## config.mk

```make
export PLATFORM = sky130hd
export DESIGN_NAME = clock_core
export DESIGN_NICKNAME = d
export VERILOG_FILES = /design/src/rtl/clock_core.sv
export SDC_FILE = /design/constraint.sdc
export NUM_CORES = 1
export LEC_CHECK = 0
export CAP_MARGIN = 10
export CELL_PAD_IN_SITES_DETAIL_PLACEMENT = 0
export CELL_PAD_IN_SITES_GLOBAL_PLACEMENT = 2
export CORE_MARGIN = 2
export CORE_UTILIZATION = 26
export CTS_BUF_LIST = sky130_fd_sc_hd__clkbuf_4 sky130_fd_sc_hd__clkbuf_8
export DETAILED_ROUTE_END_ITERATION = 10
export MAX_ROUTING_LAYER = met4
export PLACE_DENSITY_LB_ADDON = 0.1
export SLEW_MARGIN = 5
export SYNTH_ARGS = -nofsm -noshare
export SYNTH_HDL_FRONTEND = slang
export SYNTH_SLANG_ARGS = --single-unit
export TNS_END_PERCENT = 50
```

## constraint.sdc

```tcl
create_clock -name Clk -period 2 [get_ports Clk]
set_input_delay 0.3 -clock Clk [delete_from_list [all_inputs] [get_ports Clk]]
set_output_delay 0.3 -clock Clk [all_outputs]
set_load 0.03 [all_outputs]
```

## src/rtl/clock_core.sv

```systemverilog
// clock_core: time-of-week counter with time-set and alarm-set modes.
// Holds seconds, minutes, hours and day of week, plus an alarm setting
// (minutes, hours, day) for a downstream comparator. All counting is gated
// by a one-cycle 1 Hz Pulse enable. Every output comes straight from a
// register or is a constant.
//
// Build option: define CLOCK_DAY_COUNTER_EN to include the day-of-week
// counters (tday, aday). Without it both read 0, Dayadv is ignored and an
// hours wrap carries nowhere.
module clock_core (
  input  logic       Clk,
  input  logic       Reset,
  input  logic       Pulse,
  input  logic       Timeset,
  input  logic       Alarmset,
  input  logic       Minadv,
  input  logic       Hrsadv,
  input  logic       Dayadv,
  output logic [6:0] tsec,
  output logic [6:0] tmin,
  output logic [6:0] thrs,
  output logic [6:0] tday,
  output logic [6:0] amin,
  output logic [6:0] ahrs,
  output logic [6:0] aday,
  output logic [1:0] mode
);

  // Mode encoding doubles as the mode output value.
  localparam logic [1:0] ST_RUN       = 2'd0;
  localparam logic [1:0] ST_SET_TIME  = 2'd1;
  localparam logic [1:0] ST_SET_ALARM = 2'd2;

  // Terminal values for each field at its natural width.
  localparam logic [5:0] SEC_MAX = 6'd59;
  localparam logic [5:0] MIN_MAX = 6'd59;
  localparam logic [4:0] HRS_MAX = 5'd23;

  // Wrap-around increments; each compares against the terminal value so
  // an out-of-range value can never be produced.
  function automatic logic [5:0] inc6(input logic [5:0] v, input logic [5:0] term);
    return (v == term) ? 6'd0 : v + 6'd1;
  endfunction

  function automatic logic [4:0] inc5(input logic [4:0] v, input logic [4:0] term);
    return (v == term) ? 5'd0 : v + 5'd1;
  endfunction

  logic [1:0] state_reg;
  logic [1:0] state_next;

  logic [5:0] sec_reg;
  logic [5:0] sec_next;
  logic [5:0] min_reg;
  logic [5:0] min_next;
  logic [4:0] hrs_reg;
  logic [4:0] hrs_next;

  logic [5:0] amin_reg;
  logic [5:0] amin_next;
  logic [4:0] ahrs_reg;
  logic [4:0] ahrs_next;

  logic in_set_time;
  logic in_set_alarm;
  logic run_tick;
  logic set_tick;
  logic alarm_tick;
  logic sec_wrap;
  logic min_wrap;
  logic hrs_wrap;
  logic min_carry;
  logic hrs_carry;

  // Mode selection: Timeset wins over Alarmset; evaluated every cycle.
  always_comb begin
    if (Timeset) begin
      state_next = ST_SET_TIME;
    end else if (Alarmset) begin
      state_next = ST_SET_ALARM;
    end else begin
      state_next = ST_RUN;
    end
  end

  // Tick qualifiers and carry chain, all decoded from the pre-edge mode so
  // a Pulse on a mode-change edge is applied exactly once, by the old mode.
  always_comb begin
    in_set_time  = (state_reg == ST_SET_TIME);
    in_set_alarm = (state_reg == ST_SET_ALARM);
    run_tick     = Pulse & ~in_set_time;
    set_tick     = Pulse & in_set_time;
    alarm_tick   = Pulse & in_set_alarm;
    sec_wrap     = (sec_reg == SEC_MAX);
    min_wrap     = (min_reg == MIN_MAX);
    hrs_wrap     = (hrs_reg == HRS_MAX);
    min_carry    = run_tick & sec_wrap;
    hrs_carry    = min_carry & min_wrap;
  end

  // Seconds: held at zero while setting the time, otherwise counts on Pulse.
  always_comb begin
    sec_next = sec_reg;
    if (in_set_time) begin
      sec_next = 6'd0;
    end else if (run_tick) begin
      sec_next = inc6(sec_reg, SEC_MAX);
    end
  end

  // Minutes and hours: advanced either by a manual set (no carries) or by
  // the running carry chain; the two sources are mutually exclusive.
  always_comb begin
    min_next = min_reg;
    hrs_next = hrs_reg;
    if ((set_tick & Minadv) | min_carry) begin
      min_next = inc6(min_reg, MIN_MAX);
    end
    if ((set_tick & Hrsadv) | hrs_carry) begin
      hrs_next = inc5(hrs_reg, HRS_MAX);
    end
  end

  // Alarm minutes and hours: only manual advances in alarm-set mode.
  always_comb begin
    amin_next = amin_reg;
    ahrs_next = ahrs_reg;
    if (alarm_tick & Minadv) begin
      amin_next = inc6(amin_reg, MIN_MAX);
    end
    if (alarm_tick & Hrsadv) begin
      ahrs_next = inc5(ahrs_reg, HRS_MAX);
    end
  end

  // Mode register.
  always_ff @(posedge Clk) begin
    if (Reset) begin
      state_reg <= ST_RUN;
    end else begin
      state_reg <= state_next;
    end
  end

  // Time-of-day registers.
  always_ff @(posedge Clk) begin
    if (Reset) begin
      sec_reg <= 6'd0;
      min_reg <= 6'd0;
      hrs_reg <= 5'd0;
    end else begin
      sec_reg <= sec_next;
      min_reg <= min_next;
      hrs_reg <= hrs_next;
    end
  end

  // Alarm setting registers.
  always_ff @(posedge Clk) begin
    if (Reset) begin
      amin_reg <= 6'd0;
      ahrs_reg <= 5'd0;
    end else begin
      amin_reg <= amin_next;
      ahrs_reg <= ahrs_next;
    end
  end

`ifdef CLOCK_DAY_COUNTER_EN
  localparam logic [2:0] DAY_MAX = 3'd6;

  function automatic logic [2:0] inc3(input logic [2:0] v, input logic [2:0] term);
    return (v == term) ? 3'd0 : v + 3'd1;
  endfunction

  logic [2:0] day_reg;
  logic [2:0] day_next;
  logic [2:0] aday_reg;
  logic [2:0] aday_next;
  logic       day_carry;

  // Day counters: the time day takes the full carry chain or a manual set,
  // the alarm day only a manual set in alarm-set mode.
  always_comb begin
    day_carry = hrs_carry & hrs_wrap;
    day_next  = day_reg;
    aday_next = aday_reg;
    if ((set_tick & Dayadv) | day_carry) begin
      day_next = inc3(day_reg, DAY_MAX);
    end
    if (alarm_tick & Dayadv) begin
      aday_next = inc3(aday_reg, DAY_MAX);
    end
  end

  // Day registers.
  always_ff @(posedge Clk) begin
    if (Reset) begin
      day_reg  <= 3'd0;
      aday_reg <= 3'd0;
    end else begin
      day_reg  <= day_next;
      aday_reg <= aday_next;
    end
  end

  assign tday = {4'd0, day_reg};
  assign aday = {4'd0, aday_reg};
`else
  // Without the day counters the hours wrap and Dayadv go nowhere.
  logic unused_day_inputs;
  assign unused_day_inputs = Dayadv | hrs_wrap;

  assign tday = 7'd0;
  assign aday = 7'd0;
`endif

  assign tsec = {1'b0, sec_reg};
  assign tmin = {1'b0, min_reg};
  assign thrs = {2'b0, hrs_reg};
  assign amin = {1'b0, amin_reg};
  assign ahrs = {2'b0, ahrs_reg};
  assign mode = state_reg;

endmodule
```

# Yosys cells after proc, flatten, opt, wreduce, memory -nomap -nowiden
# Index checks and enable logic that the tools add are counted.
op_classes:
  n_eq_ne: 7
  div: 0
  reduce_logical: 2
  n_shift: 0
  n_bitwise: 12
  add_sub_neg: 5
  n_lt_le_gt_ge: 0
  muxes: 7
  mul: 0
op_table:
  columns: ["operator", "n"]
  rows:
  - ["6-bit by 1-bit adder with 6-bit output (second input constant)", 3]
  - ["6-bit == test (second input constant)", 3]
  - ["6-bit 2-to-1 mux", 3]
  - ["5-bit by 1-bit adder with 5-bit output (second input constant)", 2]
  - ["5-bit == test (second input constant)", 2]
  - ["5-bit 2-to-1 mux", 2]
  - ["1-bit bitwise AND", 9]
  - ["2-bit OR reduction", 2]
  - ["2-bit by 1-bit == test with 1-bit output (second input constant)", 1]
  - ["2-bit == test (second input constant)", 1]
  - ["2-bit 2-to-1 mux", 1]
  - ["1-bit OR", 2]
  - ["1-bit 2-to-1 mux", 1]
  - ["1-bit inverter", 1]
word_totals:
  register_bits: 30
  word_cells: 40
  memories: 0
  ramBits: 0
  latch_bits: 0
  out_inout_bits: 51
  in_bits: 8
  romBits: 0

# Logic depth before layout (Yosys ltp)
depth:
  word_depth: 6
  ltp_mapped: 7
  ltp_nobuf: 6

# Least setup slack after synthesis
# OpenSTA, ideal clock, no wires.
synth_path:
  path_type: "reg-to-reg"
  startpoint: "reg sec_reg[0]"
  endpoint: "reg hrs_reg[3]"
  setup_slack_ps: 82
  path_stages_with_launch: 7
  setup_time_ps: 71
  path_buffers: 0
  arrival_time_ps: 1847
  period_less_slack_ps: 1918
  cell_sequence: "dfxtp_1 > ha_1 > nand3b_1 > nor3_2 > a22oi_2 > or4b_1 > a21oi_1"
synth_via:
  elab_chain_len: 4
synth_lines:
  columns: ["item", "line", "source"]
  rows:
  - ["from (decl)", "52", "logic [5:0] sec_reg;"]
  - ["from (signal assigned)", "152", "sec_reg <= sec_next;"]
  - ["6-bit == test", "94", "sec_wrap = (sec_reg == SEC_MAX);"]
  - ["1-bit bitwise AND", "97", "min_carry = run_tick & sec_wrap;"]
  - ["1-bit bitwise AND", "98", "hrs_carry = min_carry & min_wrap;"]
  - ["1-bit OR", "119", "if ((set_tick & Hrsadv) | hrs_carry) begin"]
  - ["to (signal assigned)", "154", "hrs_reg <= hrs_next;"]
  - ["to (decl)", "56", "logic [4:0] hrs_reg;"]
# No other way between the ends.
# A chain may end at the register's enable or synchronous reset.

# Worst setup path after layout
layout_path:
  startpoint: "reg min_reg[2]"
  endpoint: "out tmin[2]"
layout_lines:
  columns: ["item", "line", "source"]
  rows:
  - ["from (decl)", "54", "logic [5:0] min_reg;"]
  - ["from (signal assigned)", "153", "min_reg <= min_next;"]
  - ["to (decl)", "20", "output logic [6:0] tmin,"]
# No word-level cell between the ends.

==> results.py <==
metrics = {
    "route": {
        "viasPerCell": 4.43,
        "finalWirelength_um": 3600,
        "ant_nets": 0,
        "routedWlPerCell_um": 11.7,
        "num_vias": 1361,
        "drc": 0,
        "drt_iter0_markers": 37,
        "first_pass_iters": 4,
    },
    "hold_path": {
        "hold_path_class": "reg2reg",
    },
    "floorplan": {
        "design.die.area_mm2": 0.00682,
        "die_y_um": 82.6,
        "rows": 28,
        "initial_utilization_pct": 27.0,
        "die_width_um": 82.6,
        "io_pins": 59,
        "coreArea_mm2": 0.00596,
    },
    "layout": {
        "design_area_mm2": 0.00215,
        "nets": 246,
        "fill_cells": 639,
        "drive_gt1_share_pct": 13.4,
        "layout.cells.non_filler": 307,
        "area_growth_pct": 34.1,
        "n_antenna_cell": 0,
    },
    "clocking": {
        "cts_root_buf": "clkbuf_8",
        "post-cts-setup-buffer-count": 0,
        "cts_sinks": 30,
        "cts_hold_buf": 0,
        "clock_latency_ns": 0.28,
        "cts.clk_slew.worst_paths_ns": 0.06,
        "cts_resized": 0,
        "cts_tree": "yes",
        "cts_buffer_depth": 2,
        "cts_buffers": 5,
        "htreeDepth": 2,
    },
    "yosys": {
        "synth_top_flop_cell": "dfxtp_1",
        "synth_top_cells_by_area": "dfxtp_1, buf_4, nor2_1",
        "synth_area_per_cell_um2": 8.92,
        "ys_types": 40,
        "synth-seq-area-share_pct": 37.4,
        "synth_commonest_cells": "dfxtp_1, buf_4, nor2_1, a21oi_1",
        "synth_top_area_share_pct": 37.4,
        "async_flop_share_pct": 0,
        "synth-edff-count": 0,
        "yosys.area.top_type": "dfxtp_1",
        "ys_ff_latch": 30,
        "ys_warn_count": 0,
        "synth_cells": 180,
        "synth.most_common_cell": "dfxtp_1",
        "syn_area_mm2": 0.00161,
    },
    "global_routing": {
        "overflow": 0,
        "grt_util_all_layers_pct": 11.5,
        "grt_max_degree": 13,
        "grt_pass1_vias": 1211,
        "antenna_found_initial": 0,
        "grt_pass1_wl_um": 5750,
    },
    "timing": {
        "fmaxAchievable_mhz": 554,
        "rsz0062_at_grt": "no",
        "final-max-slew-violation-count": 0,
        "finalCritPeriodShare_pct": 90.2,
        "finalClockSkew_ns": 0.00551,
        "finalCriticalPeriod_ns": 1.80,
        "finalSetupViolCount": 0,
        "hold_viol": 0,
    },
    "placement": {
        "globalplace.congestion": 0.779,
        "dp_hpwl_um": 2780,
        "port_buffers": 36,
        "placed_area_mm2": 0.00207,
        "placed_cells": 301,
    },
    "power_and_ir_drop": {
        "finalPower_mw": 1.25,
        "leakagePower_nw": 0.798,
        "vdd_drop_max_mv": 0.250,
        "power_density_mw_per_mm2": 578,
    },
    "setup_path": {
        "critical_path.max_fanout": 8,
        "critPathTopFamily": "buffers and inverters",
        "worstPathCellList": "clkdlybuf4s50_1",
        "cp_slowest_cell": "clkdlybuf4s50_1",
        "path_class": "reg2out",
        "slowest_delay_ns": 0.74,
        "crit_buf_inv": 1,
        "cp-start-kind": "register",
        "critPathArrivalTime_ns": 1.50,
        "cp-end-kind": "primary output",
        "required_ns": 1.70,
    },
    "status": {
        "status": "complete, no violations",
    },
    "run": {
        "cap_viol_max_count": 0,
    },
}
worst paths after layout:
check / from / endpoint / slack (ns) / depth (start not counted)
min reg2reg: hrs_reg[4] / hrs_reg[4] / 0.52 / 2
max reg2reg: min_reg[1] / hrs_reg[3] / 0.23 / 6
min: hrs_reg[4] / hrs_reg[4] / 0.52 / 2
max: min_reg[2] / tmin[2] / 0.20 / 1
cells by family (layout without fill, tap and decap cells):
family                   Yosys count  after routing  synth area share (%)
other                              1             21                 0.234
multiplexers                       4              4                  2.49
buffers and inverters             28             60                  11.7
XOR/XNOR                          11             11                  6.00
AO/OA/AOI/OAI                     29             29                  11.9
flip-flops                        30             30                  37.4
adder cells (fa/ha/maj)            5              5                  3.90
AND/OR/NAND/NOR                   72             72                  26.3
power by group:
| part | internal, mW | switching [mW] | total [mW] |
|---|---|---|---|
| combinational | 0.0496 | 0.105 | 0.154 |
| sequential | 0.605 | 0.00884 | 0.614 |
| clock | 0.265 | 0.212 | 0.477 |
| total | 0.919 | 0.326 | 1.25 |
layout by cell type (no fill, tap or decap), types with 2 or more instances in the layout:
cell and count:
nand3b_1 2, nand3_1 9, and2b_2 2, or4b_1 2, nor2_1 21, nor3_1 3, inv_1 3, o21ai_0 9
xor2_1 7, nand2_1 8, nand4_1 4, a21oi_1 12, a31oi_1 2, conb_1 21, mux2i_1 4, ha_1 5
dfxtp_1 30, xnor2_1 4, or3_1 4, clkdlybuf4s50_1 36, clkbuf_8 6, buf_4 15, and4b_1 3, nor3b_1 3
routing by layer:
metal  global-route usage [%]  up-vias  wire length [µm]
met3                     2.93        5               166
li1                         -      700                 -
met4                     4.92        0                46
met1                     16.1      622              1830
met2                     15.6       34              1560
met5                        -        -                 0
layout make-up:
type                    count  area [µm²]  area share, %
inverters                   3        11.3          0.523
flip-flops and latches     30         601           27.9
well taps                  75        93.8           4.36
repair buffers             51         473           22.0
clock buffers               6        82.6           3.83
multi-input cells         142         892           41.4
per-stage QoR:
step	utilization, %	hold slack (ns)	setup WS [ns]	TNS (ns)
floorplan	-	0.372	0.0820	0
global placement	34.8	0.495	-0.0113	-0.0368
detailed placement	34.8	0.513	-0.0199	-0.0349
CTS	36.2	0.522	0.179	0
global route	36.2	0.546	0.0562	0
finish	36.2	0.515	0.196	0
Power figures use the tool's default switching activity.
